<file path="config.mk">
export PLATFORM = sky130hd
export DESIGN_NAME = vga_timing_gen
export DESIGN_NICKNAME = d
export VERILOG_FILES = /design/src/rtl/vga_timing_gen.sv
export SDC_FILE = /design/constraint.sdc
export NUM_CORES = 1
export LEC_CHECK = 0
export ABC_AREA = 1
export BUFFER_PORTS_ARGS = -buffer_cell sky130_fd_sc_hd__buf_2
export CAP_MARGIN = 20
export CORE_AREA = 2 2 75 77
export DETAILED_ROUTE_END_ITERATION = 8
export DIE_AREA = 0 0 77 79
export PLACE_DENSITY = 0.65
export SKIP_CTS_REPAIR_TIMING = 1
export SYNTH_ARGS = -nofsm -noshare
export SYNTH_HDL_FRONTEND = slang
export SYNTH_SLANG_ARGS = --single-unit
</file>
<file path="constraint.sdc">
create_clock -name clk -period 3.7 [get_ports clk]
set_input_delay 0.555 -clock clk [delete_from_list [all_inputs] [get_ports clk]]
set_output_delay 0.555 -clock clk [all_outputs]
set_load 0.05 [all_outputs]
</file>
<file path="src/rtl/vga_timing_gen.sv">
// VGA raster timing generator: pixel-rate divider, col/row raster counters,
// and registered active-video / sync / strobe outputs decoded from the
// coordinates being presented on the same edge (zero skew between outputs).
module vga_timing_gen #(
  parameter int unsigned H_ACTIVE = 640,
  parameter int unsigned H_FP     = 16,
  parameter int unsigned H_SYNC   = 96,
  parameter int unsigned H_BP     = 48,
  parameter int unsigned V_ACTIVE = 480,
  parameter int unsigned V_FP     = 10,
  parameter int unsigned V_SYNC   = 2,
  parameter int unsigned V_BP     = 33,
  parameter int unsigned CLK_DIV  = 2,
  parameter logic        SYNC_POL = 1'b0
) (
  input  logic        clk,
  input  logic        rst_n,
  input  logic        enable,
  output logic [10:0] col,
  output logic [10:0] row,
  output logic        output_valid,
  output logic        hsync,
  output logic        vsync,
  output logic        pix_en,
  output logic        frame_start
);

  localparam int unsigned CNT_W   = 11;
  localparam int unsigned H_TOTAL = H_ACTIVE + H_FP + H_SYNC + H_BP;
  localparam int unsigned V_TOTAL = V_ACTIVE + V_FP + V_SYNC + V_BP;
  localparam int unsigned DIV_W   = (CLK_DIV > 1) ? $clog2(CLK_DIV) : 1;

  localparam logic [CNT_W-1:0] H_LAST   = CNT_W'(H_TOTAL - 1);
  localparam logic [CNT_W-1:0] V_LAST   = CNT_W'(V_TOTAL - 1);
  localparam logic [CNT_W-1:0] H_VIS    = CNT_W'(H_ACTIVE);
  localparam logic [CNT_W-1:0] V_VIS    = CNT_W'(V_ACTIVE);
  localparam logic [CNT_W-1:0] HS_START = CNT_W'(H_ACTIVE + H_FP);
  localparam logic [CNT_W-1:0] HS_END   = CNT_W'(H_ACTIVE + H_FP + H_SYNC);
  localparam logic [CNT_W-1:0] VS_START = CNT_W'(V_ACTIVE + V_FP);
  localparam logic [CNT_W-1:0] VS_END   = CNT_W'(V_ACTIVE + V_FP + V_SYNC);
  localparam logic [DIV_W-1:0] DIV_LAST = DIV_W'(CLK_DIV - 1);

  // Divider and raster state
  logic [DIV_W-1:0] div_cnt;
  logic             started;

  // Next-state values
  logic [DIV_W-1:0] div_cnt_nxt;
  logic             started_nxt;
  logic [CNT_W-1:0] col_nxt;
  logic [CNT_W-1:0] row_nxt;
  logic             output_valid_nxt;
  logic             hsync_nxt;
  logic             vsync_nxt;
  logic             pix_en_nxt;
  logic             frame_start_nxt;

  logic tick_c;

  // Pixel tick: last system clock of the current pixel period
  assign tick_c = (div_cnt == DIV_LAST);

  // Next-state: divider, raster advance, and decode of the new coordinates
  always_comb begin
    div_cnt_nxt      = div_cnt;
    started_nxt      = started;
    col_nxt          = col;
    row_nxt          = row;
    output_valid_nxt = output_valid;
    hsync_nxt        = hsync;
    vsync_nxt        = vsync;
    pix_en_nxt       = 1'b0;
    frame_start_nxt  = 1'b0;

    if (!enable) begin
      // Disabled: return everything to the idle/reset picture
      div_cnt_nxt      = '0;
      started_nxt      = 1'b0;
      col_nxt          = '0;
      row_nxt          = '0;
      output_valid_nxt = 1'b0;
      hsync_nxt        = ~SYNC_POL;
      vsync_nxt        = ~SYNC_POL;
    end else begin
      div_cnt_nxt = tick_c ? '0 : DIV_W'(div_cnt + 1'b1);

      if (tick_c) begin
        pix_en_nxt = 1'b1;

        // First tick presents (0,0) without advancing the counters
        if (!started) begin
          started_nxt = 1'b1;
          col_nxt     = '0;
          row_nxt     = '0;
        end else if (col == H_LAST) begin
          col_nxt = '0;
          row_nxt = (row == V_LAST) ? '0 : CNT_W'(row + 1'b1);
        end else begin
          col_nxt = CNT_W'(col + 1'b1);
        end

        output_valid_nxt = (col_nxt < H_VIS) && (row_nxt < V_VIS);
        hsync_nxt        = ((col_nxt >= HS_START) && (col_nxt < HS_END)) ? SYNC_POL : ~SYNC_POL;
        vsync_nxt        = ((row_nxt >= VS_START) && (row_nxt < VS_END)) ? SYNC_POL : ~SYNC_POL;
        frame_start_nxt  = (col_nxt == '0) && (row_nxt == '0);
      end
    end
  end

  // State and output registers with asynchronous reset to the idle picture
  always_ff @(posedge clk or negedge rst_n) begin
    if (!rst_n) begin
      div_cnt      <= '0;
      started      <= 1'b0;
      col          <= '0;
      row          <= '0;
      output_valid <= 1'b0;
      hsync        <= ~SYNC_POL;
      vsync        <= ~SYNC_POL;
      pix_en       <= 1'b0;
      frame_start  <= 1'b0;
    end else begin
      div_cnt      <= div_cnt_nxt;
      started      <= started_nxt;
      col          <= col_nxt;
      row          <= row_nxt;
      output_valid <= output_valid_nxt;
      hsync        <= hsync_nxt;
      vsync        <= vsync_nxt;
      pix_en       <= pix_en_nxt;
      frame_start  <= frame_start_nxt;
    end
  end

endmodule
</file>
==> results_dict.tcl <==
set metrics [dict create \
    status "complete, no violations" \
    startpoint_type "flop" \
    synth_top_area_cell "dfrtp_1" \
    combPwrFrac_pct 7.3 \
    synth_compound_area_share_pct 7.45 \
    r2r_cells 11 \
    period_share_pct 57.7 \
    diodes 0 \
    clk_latency_ns 0.29 \
    synth_area_mm2 0.00203 \
    max_freq_mhz 468 \
    clockRootBuffer "clkbuf_8" \
    overflow 0 \
    die_y_um 79 \
    tightest_slew_ns 0.753 \
    synth_xor_area_share_pct 0.431 \
    clock-sinks 29 \
    firstDrtPassIters 5 \
    period_minus_slack_ns 2.14 \
    synth_fa_ha_area_share_pct 1.85 \
    reg2reg_slack_ns 1.56 \
    die_width_um 77 \
    first_iter_violations 174 \
    relSlewSlack_pct 49.7 \
    die_area_mm2 0.00608 \
    nets 337 \
    synth_top_family_by_area "simple AND/OR/NAND/NOR gates" \
    p_switching_mw 0.172 \
    via_per_inst 5.10 \
    synthMuxAreaShare_pct 0 \
    synthCells 303 \
    io_pins 30 \
    swShare_pct 26.5 \
    power_frac_clock_pct 42.0 \
    drt-total-wl_um 5510 \
    ys.flop_type "dfrtp_1" \
    dp_hpwl_um 3970 \
    final-setup-viol-count 0 \
    worst_setup_path_end_kind "flop" \
    grt_pass1_vias 1978 \
    peakVddDrop_mv 0.127 \
    cts_tree "done" \
    synth_most_common_cell "nand2_1" \
    wl_per_cell_um 13.7 \
    io_buffers 29 \
    p_int_mw 0.477 \
    p_leak_nw 1.27 \
    start_util_pct 38.1 \
    max_cap_violations 0 \
    core.rowCount 27 \
    num_vias 2055 \
    worstPathMaxFanout 13 \
    hold_class "in -> async" \
    synth.distinct_cells 26 \
    power.density_mw_per_mm2 283 \
    synth_enable_flop_cells 0 \
    grt_first_pass_wirelength_um 9240 \
    worstPathArrival_ns 2.36 \
    synth_seq_cells 29 \
    numCtsBuffers 5 \
    synth_common_cells "90 x nand2_1, 42 x inv_1, 41 x nand3_1, 37 x nor2_1, 27 x dfrtp_1" \
    cp.required_ns 3.92 \
    final.setup.tns_ns 0 \
    avgSynthCellArea_um2 6.71 \
    ys_async_sr_fraction_pct 100 \
    grt_start_max_net_pins 30 \
    crit_type "reg -> reg" \
    fin_skew_ns 0.00944 \
    clk_pin_slew_worst_paths_ns 0.07 \
    place.gp.congestion 0.884 \
    holdWs_ns 0.294 \
    fp.coreArea_mm2 0.00534 \
    finalHoldViolCount 0 \
    seq_area_frac_synth_pct 35.8 \
    synth_area_leaders "dfrtp_1 33%, nand2_1 17%, nand3_1 10%" \
    clockBufferDepth 2 \
    seq_power_share_pct 50.7 \
    worstReg2RegStart "col[0]" \
    areaGrowthSynthToFinish_pct 13.1 \
    antenna_left 0 \
    antenna_found_initial 0 \
    drc 0 \
    rr_endpoint "frame_start" \
    finalMaxSlewViolations 0 \
    yosys.area.top_type_share_pct 33.3 \
    rsz0062_at_grt "false" \
    yosys.area_share.simple_pct 43.7 \
    cts-htree-levels 2 \
    grt_usage_pct 19.3 \
    drive_gt1_share_pct 15.4 \
    yosys_warnings 0 \
    syn_nets 309 \
]
-- worst max-delay path, cell delays in order (launching register included) --
cell	delay (ns)
dfrtp_1	0.45
ha_1	0.29
nand2_4	0.09
nor2_8	0.14
nand2_4	0.07
nor2_4	0.33
nand3_1	0.16
nand3_1	0.14
nand2_1	0.07
nor2_1	0.15
nand3_1	0.09
nor2_1	0.09
-- registers in the layout, indices dropped and copies added, names as in the netlist --
register      flops
started           1
hsync             1
output_valid      1
div_cnt           1
vsync             1
frame_start       1
col              11
pix_en            1
row              11
-- power by group through the flow --
stage,registers (mW),clock network (mW),logic (mW)
floorplan,0.339,0,0.0274
global placement,0.335,0,0.0480
detailed placement,0.335,0,0.0482
CTS,0.329,0.276,0.0484
global route,0.330,0.293,0.0529
finish,0.330,0.273,0.0473
-- layer usage --
metal / part of all wire, % / routed length [um] / vias up / GRT usage, %
met4: 2.1 / 118 / 0 / 7.68
met5: 0 / 0 / - / 0
met1: 46 / 2560 / 942 / 26.1
li1: - / - / 1029 / -
met2: 45 / 2490 / 71 / 30.9
met3: 6.1 / 335 / 13 / 3.30
-- cell type report --
type / instances / area (um^2)
Tap cell: 72 / 90.1
Timing Repair Buffer: 29 / 145
Inverter: 43 / 161
Multi-Input combinational cell: 223 / 1090
Fill cell: 592 / 3040
Clock buffer: 7 / 86.3
Sequential cell: 29 / 728
-- stage by stage --
step / total power, mW / instance area, um^2 / std cells / utilization (%) / worst slack (ns)
after global routing: 0.676 / 2300 / 403 / 43.0 / 1.35
after CTS: 0.654 / 2300 / 403 / 43.0 / 1.59
after global placement: 0.383 / 2210 / 396 / 41.4 / 1.62
after detailed placement: 0.383 / 2210 / 396 / 41.4 / 1.59
after floorplan: 0.366 / 2030 / 303 / - / 1.56
final: 0.650 / 2300 / 403 / 43.0 / 1.56
-- placed cells by master, fill, tap and decap left out, types with 3 or more instances in the layout --
cell and count:
nand4_1 7, o22ai_1 17, nand2_4 3, ha_1 3, buf_2 29, clkbuf_8 6, nand3_2 3, nand3_1 41
inv_1 42, dfrtp_1 27, nand2_1 90, nand2_2 3, nor2_1 37, o21ai_0 8
-- cell families (layout without fill, tap and decap cells) --
logic type / count (synthesis) / in the layout
flip-flops: 29 / 29
buffers and inverters: 51 / 79
AO/OA/AOI/OAI: 26 / 26
AND/OR/NAND/NOR: 193 / 193
XOR/XNOR: 1 / 1
adder cells (fa/ha/maj): 3 / 3
-- worst max path at each step --
stage / startpoint / endpoint / slack [ns]
floorplan: col[0] / output_valid / 1.56
global route: col[0] / hsync / 1.35
global placement: col[0] / frame_start / 1.62
detailed placement: col[0] / frame_start / 1.59
finish: col[0] / frame_start / 1.56
CTS: col[0] / frame_start / 1.59
No activity file was read; power rests on OpenSTA's default activity.
